`config.mk`:
```
export PLATFORM = sky130hd
export DESIGN_NAME = sdpram_rd_stream
export DESIGN_NICKNAME = d
export VERILOG_FILES = /design/src/rtl/sdpram_rd_stream.sv
export SDC_FILE = /design/constraint.sdc
export NUM_CORES = 1
export LEC_CHECK = 0
export ABC_AREA = 1
export CORE_MARGIN = 1
export CORE_UTILIZATION = 50
export DETAILED_ROUTE_END_ITERATION = 16
export PLACE_DENSITY = 0.72
export SLEW_MARGIN = 20
export SYNTH_ARGS = -nofsm -noshare
export SYNTH_HDL_FRONTEND = slang
export SYNTH_SLANG_ARGS = --single-unit
```
`constraint.sdc`:
```
create_clock -name clk -period 5.25 [get_ports clk]
set_clock_uncertainty 0.1 [all_clocks]
set_input_delay 0.7875 -clock clk [delete_from_list [all_inputs] [get_ports clk]]
set_output_delay 0.7875 -clock clk [all_outputs]
set_load 0.03 [all_outputs]
```
`src/rtl/sdpram_rd_stream.sv`:
```
// Read-side streamer for the simple dual-port buffer RAM: walks a descriptor's
// address range, hides the 2-cycle read latency and emits a valid/ready stream.
module sdpram_rd_stream #(
   parameter int DWIDTH     = 18,
   parameter int AWIDTH     = 10,
   parameter int LWIDTH     = 10,
   parameter int FIFO_DEPTH = 4
) (
   input  logic              clk,
   input  logic              rst,
   input  logic              desc_valid,
   output logic              desc_ready,
   input  logic [AWIDTH-1:0] desc_addr,
   input  logic [LWIDTH-1:0] desc_len,
   output logic              rd_en_b,
   output logic [AWIDTH-1:0] rd_addr_b,
   input  logic [DWIDTH-1:0] rd_data_b,
   output logic              dout_valid,
   input  logic              dout_ready,
   output logic [DWIDTH-1:0] dout_data,
   output logic              dout_last,
   output logic              done
);

   localparam int PW = $clog2(FIFO_DEPTH);
   localparam int CW = PW + 1;

   typedef enum logic [1:0] {IDLE, ISSUE, DRAIN} state_t;

   state_t            state_q;
   logic [AWIDTH-1:0] nextAddr_q;
   logic [AWIDTH-1:0] lastAddr_q;
   logic [LWIDTH-1:0] remain_q;
   logic              done_q;
   logic              p1_q, p2_q;
   logic              l1_q, l2_q;

   logic [DWIDTH-1:0] mem_q [FIFO_DEPTH];
   logic              memLast_q [FIFO_DEPTH];
   logic [PW-1:0]     wrPtr_q, rdPtr_q;
   logic [CW-1:0]     count_q, count_d;

   logic [CW:0]       occupancy;
   logic              creditOk, issue, push, pop;

   // Every word in flight already owns a FIFO slot, so the FIFO can never overflow.
   assign occupancy = {1'b0, count_q} + {{CW{1'b0}}, p1_q} + {{CW{1'b0}}, p2_q};
   assign creditOk  = occupancy < (CW+1)'(FIFO_DEPTH);
   assign issue     = (state_q == ISSUE) && creditOk;
   assign push      = p2_q;
   assign pop       = dout_valid && dout_ready;

   assign desc_ready = (state_q == IDLE);
   assign rd_en_b    = issue;
   assign rd_addr_b  = issue ? nextAddr_q : lastAddr_q;
   assign dout_valid = (count_q != '0);
   assign dout_data  = mem_q[rdPtr_q];
   assign dout_last  = memLast_q[rdPtr_q];
   assign done       = done_q;

   // Descriptor FSM, read issue and the 2-stage latency tracker carrying the last tag.
   always_ff @(posedge clk or posedge rst) begin
      if (rst) begin
         state_q    <= IDLE;
         nextAddr_q <= '0;
         lastAddr_q <= '0;
         remain_q   <= '0;
         done_q     <= 1'b0;
         p1_q       <= 1'b0;
         p2_q       <= 1'b0;
         l1_q       <= 1'b0;
         l2_q       <= 1'b0;
      end else begin
         done_q <= 1'b0;
         p1_q   <= issue;
         l1_q   <= issue && (remain_q == LWIDTH'(1));
         p2_q   <= p1_q;
         l2_q   <= l1_q;
         if (issue) begin
            lastAddr_q <= nextAddr_q;
            nextAddr_q <= nextAddr_q + AWIDTH'(1);
            remain_q   <= remain_q - LWIDTH'(1);
         end
         case (state_q)
            IDLE: begin
               if (desc_valid) begin
                  if (desc_len != '0) begin
                     nextAddr_q <= desc_addr;
                     remain_q   <= desc_len;
                     state_q    <= ISSUE;
                  end else begin
                     done_q <= 1'b1;
                  end
               end
            end
            ISSUE: begin
               if (issue && (remain_q == LWIDTH'(1))) state_q <= DRAIN;
            end
            DRAIN: begin
               if (pop && dout_last) begin
                  state_q <= IDLE;
                  done_q  <= 1'b1;
               end
            end
            default: state_q <= IDLE;
         endcase
      end
   end

   always_comb begin
      count_d = count_q;
      case ({push, pop})
         2'b10:   count_d = count_q + CW'(1);
         2'b01:   count_d = count_q - CW'(1);
         default: count_d = count_q;
      endcase
   end

   // Output FIFO; the head entry is a register so the stream holds steady under back-pressure.
   always_ff @(posedge clk or posedge rst) begin
      if (rst) begin
         for (int i = 0; i < FIFO_DEPTH; i++) begin
            mem_q[i]     <= '0;
            memLast_q[i] <= 1'b0;
         end
         wrPtr_q <= '0;
         rdPtr_q <= '0;
         count_q <= '0;
      end else begin
         assert (!(push && !pop && (count_q == CW'(FIFO_DEPTH))));
         if (push) begin
            mem_q[wrPtr_q]     <= rd_data_b;
            memLast_q[wrPtr_q] <= l2_q;
            wrPtr_q            <= wrPtr_q + PW'(1);
         end
         if (pop) rdPtr_q <= rdPtr_q + PW'(1);
         count_q <= count_d;
      end
   end

endmodule

```
==> impl_metrics.csv, run 1 <==
group,metric,value,unit
status,status,"completed",
drt,via_per_inst,5.267,
critical_path,worstPathArrival,3110,ps
place,dp.cells,876,
sta,worst_pin_slew,682.5,ps
yosys,ys.warnings.count,0,
critical_path,end_kind,"primary output",
clock_network,clock-sinks,120,
clock_network,h-tree-depth,4,
clock_network,clock-root-buffer,"clkbuf_16",
critical_path,slowest_delay,730,ps
yosys,syn_avg_cell_area,8.190,µm²
place,placed_area,0.006446,mm²
critical_path,cp.required,4360,ps
sta,fmax,250.2,MHz
floorplan,pin_count,75,
sta,slew_violations,0,
global_route,grt_pass1_wl,21530,µm
global_route,grt_overflow_total,0,
final_layout,postLayoutCellArea,0.007042,mm²
final_layout,final_common_cell,"nand2_1",
sta,fin_tns_setup,0,ps
final_layout,drive_gt1_share,7.031,%
global_route,grt_max_degree,46,
clock_network,cts_max_path_buffers,2,
pwr,p_leak,3.373,nW
sta,relSlewSlack,54.34,%
critical_path,path_buf_inv,1,
clock_network,clk_pin_slew,60,ps
global_route,antenna_found_initial,0,
final_layout,fill_cells,939,
min_path,hp-class,"register to register",
critical_path,crit_chain,"ha_1 -> nand2_1 -> nand2_1 -> nand2_1 -> nand2_2 -> o21ai_0 -> clkdlybuf4s50_1",
place,gp_congestion,0.7979,
yosys,yosysSeqAreaShare,52.68,%
drt,drcViolationCount,0,
critical_path,critical_path.max_fanout,31,
clock_network,post_cts_buffers,0,
clock_network,cts_hold_buf,0,
clock_network,cts_buffers,17,
pwr,powerDensity,739.7,mW/mm²
drt,drt-pass1-iter-count,7,
sta,rsz0062_at_grt,"no",
clock_network,ctsResizeCount,0,
sta,setup_viol,0,
critical_path,reg2reg_slack,2890,ps
floorplan,die_h,108.8,µm
critical_path,slowest_stage,"clkdlybuf4s50_1",
yosys,synth_cell_type_count,28,
drt,postRouteWirelength,12820,µm
place,dp_hpwl,8135,µm
global_route,grt_pass1_vias,4742,
drt,wl_per_cell,14.12,µm
floorplan,die_area,0.01183,mm²
critical_path,crit_type,"register to primary output",
sta,worst_slack,1252,ps
floorplan,die_w,108.8,µm
pwr,vdd_drop_max,0.4143,mV
sta,post-route-period-util,76.14,%
drt,drtAntennaViolNets,0,
final_layout,stdcell_count,908,
sta,hold_violations,0,
global_route,globalRouteTotalUtil,23.63,%
final_layout,area_delta_synth_final,23.53,%
place,io_buffer_count,74,
job,drv_cap,0,
final_layout,final_cell_mix,"nand2_1, o21ai_0, dfrtp_1",
place,pre_cts_ws,1654,ps
drt,drt_iter0_drc,345,
yosys,synth_nets,748,
drt,via_count,4782,
clock_network,cts_tree,"yes",
floorplan,placementRows,38,
sta,hold_ws,247.5,ps
yosys,netlist_area,0.005700,mm²
critical_path,cp-start-kind,"register",
sta,min_period,3998,ps
yosys,synth-seq-cells,120,
final_layout,final_nets,807,
critical_path,crit_top_cell,"nand2_1",
yosys,synth_cells,696,
final_layout,antennaDiodeCount,0,
floorplan,fp.coreArea,0.01098,mm²
critical_path,crit_family,"buffers and inverters",
clock_network,worst_skew_pair.late_latency,410,ps
floorplan,initial_core_util,51.90,%
-- layer usage --
| metal | GRT usage (%) | part of all wire, % |
|---|---|---|
| met1 | 26.67 | 42 |
| met2 | 42.63 | 52 |
| met4 | 8.398 | 1.1 |
| met3 | 6.455 | 5.0 |
| met5 | 0 | 0 |
-- per-stage QoR --
stage          total power [mW]  utilization, %
6_report                  5.209           64.11
5_1_grt                   5.600           64.11
4_1_cts                   5.243           64.07
3_5_place_dp              4.075           58.69
3_3_place_gp              3.983           58.67
2_1_floorplan             3.325               -
-- synthesized netlist by cell type --
library cell,n,area (µm²)
a21oi_1,2,10.01
inv_2,2,7.510
o21ai_4,1,16.27
ha_1,9,112.6
buf_4,1,7.510
xnor2_1,2,17.52
nand3_1,32,160.2
and2_1,1,6.260
nor2_1,70,262.8
clkbuf_1,15,56.30
a21oi_4,1,16.27
o21ai_1,9,45.04
nand4_1,3,18.77
buf_2,17,85.08
o21ai_0,126,630.6
nor2_4,3,33.78
dfrtp_1,120,3003
fa_1,1,20.02
o211ai_1,2,15.01
inv_1,64,240.2
o22ai_1,19,118.9
nand3_2,1,10.01
or2_2,2,12.51
xor2_1,5,43.79
nor2_2,1,6.260
nand2_1,180,675.7
buf_6,5,56.30
nand2_2,2,12.51
-- sequential cells by signal, indices dropped and copies added (netlist names) --
signal / count
memLast_q: 4
mem_q: 72
p2_q: 1
p1_q: 1
lastAddr_q: 10
l2_q: 1
state_q: 2
rdPtr_q: 2
wrPtr_q: 2
count_q: 3
remain_q: 10
l1_q: 1
done: 1
nextAddr_q: 10
-- cells by family (layout without fill, tap and decap cells) --
group,Yosys count,in the layout,share of synthesized area [%]
DFF,120,120,52.68
adders and majority gates,10,10,2.327
and+or+nand+nor,295,295,21.03
buffers and inverters,104,176,7.945
xor gates and xnor gates,7,7,1.076
AOI/OAI and AO/OA,160,160,14.95
-- report_power, final --
group | leakage (nW) | switching (mW) | internal [mW]
clock network | 0.275 | 0.426 | 0.712
registers | 1.47 | 0.292 | 1.36
logic | 1.62 | 1.53 | 0.891
total | 3.37 | 2.24 | 2.97
-- path summary, 6_finish.rpt --
check / startpoint / endpoint / cells after the start
hold / removal: l1_q / l2_q / 0
min in group asynchronous: rst / nextAddr_q[7] / 2
setup / recovery: p2_q / rd_addr_b[8] / 7
setup reg to reg: p2_q / nextAddr_q[1] / 8
max in group asynchronous: rst / mem_q[14] / 3
hold reg to reg: l1_q / l2_q / 0
-- layout make-up --
| type | instances | area [µm²] | share of cell area, % |
|---|---|---|---|
| tap | 140 | 175.2 | 2.488 |
| inverter | 66 | 250.2 | 3.554 |
| multi-input combinational | 472 | 2252 | 31.98 |
| sequential | 120 | 3003 | 42.64 |
| clock buffer | 18 | 439.2 | 6.237 |
| clock inverter | 14 | 151.4 | 2.150 |
| timing repair buffer | 78 | 770.7 | 10.95 |
(Power assumes the default switching activity.)
==> run 2, diff against run 1 <==
==> constraint.sdc (replaced) <==
create_clock -name clk -period 3.8 [get_ports clk]
set_clock_uncertainty 0.1 [all_clocks]
set_input_delay 0.57 -clock clk [delete_from_list [all_inputs] [get_ports clk]]
set_output_delay 0.57 -clock clk [all_outputs]
set_load 0.03 [all_outputs]
==> impl_metrics.csv, run 2 (synthesis results as in run 1) <==
group,metric,value,unit
sta,worst_slack,286.5,ps
clock_network,ctsResizeCount,0,
sta,fin_tns_setup,0,ps
pwr,vdd_drop_max,0.5787,mV
sta,slew_violations,0,
critical_path,worstPathArrival,2840,ps
final_layout,drive_gt1_share,6.718,%
critical_path,cp-start-kind,"register",
pwr,internal_power,4.235,mW
min_path,hp-class,"register to register",
final_layout,regMostFlops,"mem_q",
critical_path,slowest_stage,"clkdlybuf4s50_1",
global_route,antenna_found_initial,0,
final_layout,antennaDiodeCount,0,
clock_network,cts_buffers,17,
global_route,grt_overflow_total,0,
pwr,swShare,42.01,%
clock_network,clock-root-buffer,"clkbuf_16",
critical_path,cp.required,3130,ps
final_layout,final_cell_mix,"nand2_1, o21ai_0, dfrtp_1",
sta,setup_viol,0,
clock_network,cts_max_path_buffers,2,
place,dp_hpwl,8034,µm
sta,fmax,284.6,MHz
pwr,p_leak,3.419,nW
sta,worst_pin_slew,660.8,ps
final_layout,area_delta_synth_final,24.76,%
place,gp_congestion,0.7842,
critical_path,critical_path.max_fanout,31,
critical_path,crit_top_cell,"nand2_1",
pwr,p_clk_share,22.3,%
clock_network,worst_skew_pair.late_latency,410,ps
floorplan,fp.coreArea,0.01098,mm²
final_layout,final_common_cell,"nand2_1",
drt,drtAntennaViolNets,0,
critical_path,slowest_delay,730,ps
critical_path,crit_chain,"ha_1 -> nand2_1 -> nand2_1 -> nand2_1 -> nand2_4 -> o21ai_0 -> clkdlybuf4s50_1",
critical_path,crit_type,"register to primary output",
critical_path,crit_family,"buffers and inverters",
place,io_buffer_count,74,
critical_path,path_buf_inv,1,
sta,post-route-period-util,92.46,%
global_route,grt_pass1_vias,4669,
pwr,powerDensity,1027,mW/mm²
floorplan,initial_core_util,51.90,%
global_route,grt_pass1_wl,21360,µm
sta,min_period,3514,ps
clock_network,h-tree-depth,4,
clock_network,clock-sinks,120,
clock_network,clk_pin_slew,50,ps
floorplan,die_w,108.8,µm
place,pre_cts_ws,588.5,ps
sta,relSlewSlack,55.79,%
floorplan,pin_count,75,
floorplan,placementRows,38,
drt,wl_per_cell,14.00,µm
drt,drcViolationCount,0,
pwr,pwr-share-seq,31.0,%
drt,postRouteWirelength,12800,µm
drt,drt_iter0_drc,300,
drt,drt-pass1-iter-count,5,
sta,rsz0062_at_grt,"no",
pwr,p_total,7.304,mW
final_layout,fill_cells,903,
pwr,p_sw,3.069,mW
drt,via_count,4799,
floorplan,die_h,108.8,µm
final_layout,multi_input_area,0.002252,mm²
critical_path,end_kind,"primary output",
final_layout,final_nets,813,
drt,via_per_inst,5.251,
final_layout,regArea,0.003003,mm²
status,status,"completed",
pwr,p_comb_share,46.7,%
clock_network,cts_hold_buf,0,
job,drv_cap,0,
clock_network,cts_tree,"yes",
place,dp.cells,882,
global_route,grt_max_degree,121,
final_layout,stdcell_count,914,
clock_network,post_cts_buffers,0,
floorplan,die_area,0.01183,mm²
global_route,globalRouteTotalUtil,23.85,%
final_layout,largest_reg_flops,72,
sta,hold_violations,0,
## run 2: worst paths after layout
kind	slack, ps	cells past startpoint	to	start
max in group asynchronous	2530	3	remain_q[3]	rst
worst max register to register	1590	9	count_q[2]	count_q[1]
min in group asynchronous	570	3	remain_q[9]	rst
worst min register to register	250	0	l2_q	l1_q
worst min-delay path	250	0	l2_q	l1_q
worst max-delay path	290	7	rd_addr_b[5]	p2_q
## run 2: routing by layer
metal  track usage (%)  routed length [µm]  vias to the layer above
met4             8.880                 132                        0
li1                  -                   -                     2369
met3             6.993                 718                       13
met2             40.55                6554                      142
met1             28.59                5394                     2275
met5                 0                   0                        -
## run 2: area by class of cell
class,count,share of cell area [%]
Sequential cell,120,42.22
Multi-Input combinational cell,472,31.67
Timing Repair Buffer,84,11.65
Clock buffer,25,6.826
Inverter,66,3.536
Tap cell,140,2.463
Clock inverter,7,1.636
## run 2: metrics by stage
stage	util (%)	area (µm²)	hold WS, ps
after global placement	59.20	6502	232.7
after detailed placement	59.20	6502	237.9
after CTS	64.68	7104	249.9
after floorplan	-	5704	231.2
final	64.75	7112	249.2
after global routing	64.75	7112	256.3
## run 2: power by group through the flow
| stage | combinational (mW) | clock (mW) | sequential [mW] |
|---|---|---|---|
| 6_report | 3.41 | 1.63 | 2.27 |
| 5_1_grt | 3.78 | 1.71 | 2.34 |
| 4_1_cts | 3.42 | 1.65 | 2.26 |
| 3_5_place_dp | 3.39 | 0 | 2.27 |
| 3_3_place_gp | 3.30 | 0 | 2.24 |
| 2_1_floorplan | 2.44 | 0 | 2.16 |
==> run 3, diff against run 2 <==
--- a/config.mk
+++ b/config.mk
@@ -8,8 +8,9 @@
 export ABC_AREA = 1
 export CORE_MARGIN = 1
 export CORE_UTILIZATION = 50
+export CTS_CLUSTER_SIZE = 10
 export DETAILED_ROUTE_END_ITERATION = 16
-export PLACE_DENSITY = 0.72
+export PLACE_DENSITY = 0.75
 export SLEW_MARGIN = 20
 export SYNTH_ARGS = -nofsm -noshare
 export SYNTH_HDL_FRONTEND = slang
==> impl_metrics.csv, run 3 (synthesis results as in run 1) <==
group,metric,value,unit
status,status,"completed",
final_layout,largest_reg_flops,72,
global_route,grtUsageMet3,6.934,%
final_layout,final_common_cell,"nand2_1",
floorplan,die_h,108.8,µm
job,drv_cap,0,
floorplan,placementRows,38,
final_layout,antennaDiodeCount,0,
global_route,grt_pass1_vias,4641,
min_path,hold_end,"l2_q",
sta,fmax,284.0,MHz
final_layout,drive_gt1_share,7.013,%
floorplan,fp.coreArea,0.01098,mm²
final_layout,fill_cells,934,
critical_path,cp-start-kind,"register",
place,gp_congestion,0.7948,
drt,drtAntennaViolNets,0,
sta,worst_slack,278.5,ps
place,placed_area,0.006480,mm²
sta,worst_pin_slew,673.8,ps
floorplan,pin_count,75,
clock_network,clock-sinks,120,
drt,via_count,4795,
critical_path,cp.required,3130,ps
place,io_buffer_count,74,
clock_network,cts_max_path_buffers,2,
sta,rsz0062_at_grt,"no",
sta,hold_ws,257.1,ps
sta,relSlewSlack,54.92,%
sta,fin_tns_setup,0,ps
global_route,use_met1,26.11,%
drt,drcViolationCount,0,
final_layout,postLayoutCellArea,0.007078,mm²
final_layout,area_delta_synth_final,24.17,%
global_route,grt_overflow_total,0,
final_layout,multi_input_area,0.002260,mm²
critical_path,slowest_stage,"clkdlybuf4s50_1",
critical_path,rr_worst_depth,9,
global_route,grt_use_met2,41.27,%
final_layout,regArea,0.003003,mm²
critical_path,r2r-end,"count_q[2]",
clock_network,clock-root-buffer,"clkbuf_16",
final_layout,stdcell_count,910,
floorplan,initial_core_util,51.90,%
critical_path,crit_chain,"ha_1 -> nand2_1 -> nand2_1 -> nand2_1 -> nand2_4 -> o21ai_0 -> clkdlybuf4s50_1",
critical_path,reg2reg_slack,1540,ps
clock_network,h-tree-depth,4,
pwr,powerDensity,1019,mW/mm²
drt,postRouteWirelength,12440,µm
sta,hold_violations,0,
min_path,hp-class,"register to register",
final_layout,regMostFlops,"mem_q",
drt,via_per_inst,5.269,
critical_path,crit_top_cell,"nand2_1",
pwr,vdd_drop_max,0.6264,mV
clock_network,clk_pin_slew,50,ps
drt,drt-pass1-iter-count,5,
final_layout,post-route-util,64.45,%
sta,slew_violations,0,
global_route,grt_max_degree,121,
critical_path,end_kind,"primary output",
place,dp.cells,879,
pwr,p_leak,3.401,nW
critical_path,worstPathArrival,2850,ps
global_route,antenna_found_initial,0,
global_route,globalRouteTotalUtil,23.11,%
drt,drt_iter0_drc,299,
drt,wl_per_cell,13.67,µm
clock_network,cts_tree,"yes",
final_layout,final_nets,810,
floorplan,die_area,0.01183,mm²
place,dp_hpwl,8010,µm
global_route,top_usage_layer,"met2",
critical_path,critical_path.max_fanout,31,
sta,setup_viol,0,
sta,post-route-period-util,92.67,%
sta,min_period,3522,ps
min_path,hp-start,"l1_q",
place,pre_cts_ws,532.4,ps
final_layout,final_cell_mix,"nand2_1, o21ai_0, dfrtp_1",
pwr,p_total,7.213,mW
floorplan,die_w,108.8,µm
critical_path,crit_type,"register to primary output",
critical_path,r2r_start,"count_q[1]",
clock_network,worst_skew_pair.late_latency,410,ps
clock_network,cts_buffers,17,
critical_path,slowest_delay,730,ps
global_route,grt_pass1_wl,20840,µm
min_path,hold_depth,0,
-- run 3: changes by cell type in the layout (fill, tap and decap cells not counted) --
cell / previous run / this run
buf_4: 9 / 6
clkbuf_1: 5 / 2
nand2_1: 179 / 176
nand2_2: 2 / 5
clkinv_2: 2 / 4
bufinv_16: 3 / 2
clkbuf_8: 3 / 4
clkinv_4: 1 / 0
clkinvlp_4: 2 / 3
-- run 3: repair_timing --
item	4_1_cts	5_1_grt
hold buffers	0	0
resized for setup	0	1
setup endpoints to repair	0	8
setup buffers	0	0
-- run 3: per-layer routing --
metal  vias up  share of wire, %
met4         0               1.5
met1      2283                43
li1       2358                 -
met3        20               5.7
met2       134                50
met5         -                 0
-- run 3: power breakdown --
group	leakage (nW)	switching [mW]	internal, mW	total (mW)
clock	0.285	0.542	1.02	1.57
sequential	1.47	0.365	1.88	2.25
combinational	1.64	2.13	1.26	3.40
total	3.40	3.04	4.17	7.21
-- run 3: worst max path at each step --
stage | start | end | slack [ps] | depth (start not counted)
after detailed placement | p2_q | rd_addr_b[8] | 530 | 7
after floorplan | count_q[0] | rd_addr_b[2] | 1250 | 7
after global routing | p2_q | rd_addr_b[5] | 80 | 7
final | p2_q | rd_addr_b[8] | 280 | 7
after global placement | p2_q | rd_addr_b[2] | 700 | 7
after CTS | p2_q | rd_addr_b[8] | 120 | 7
-- run 3: cell type report --
type / instances / area share (%)
inverters: 66 / 3.553
flip-flops and latches: 120 / 42.43
clock buffers: 23 / 6.894
multi-input cells: 472 / 31.93
repair buffers: 81 / 11.38
well taps: 140 / 2.475
clock inverters: 8 / 1.343
-- run 3: critical path, delay by kind of cell (launching register included) --
family / cells / cell delay, ps
buf+inv: 1 / 730
fa+ha+maj: 1 / 340
flops: 1 / 490
compound gates: 1 / 310
simple gates: 4 / 540
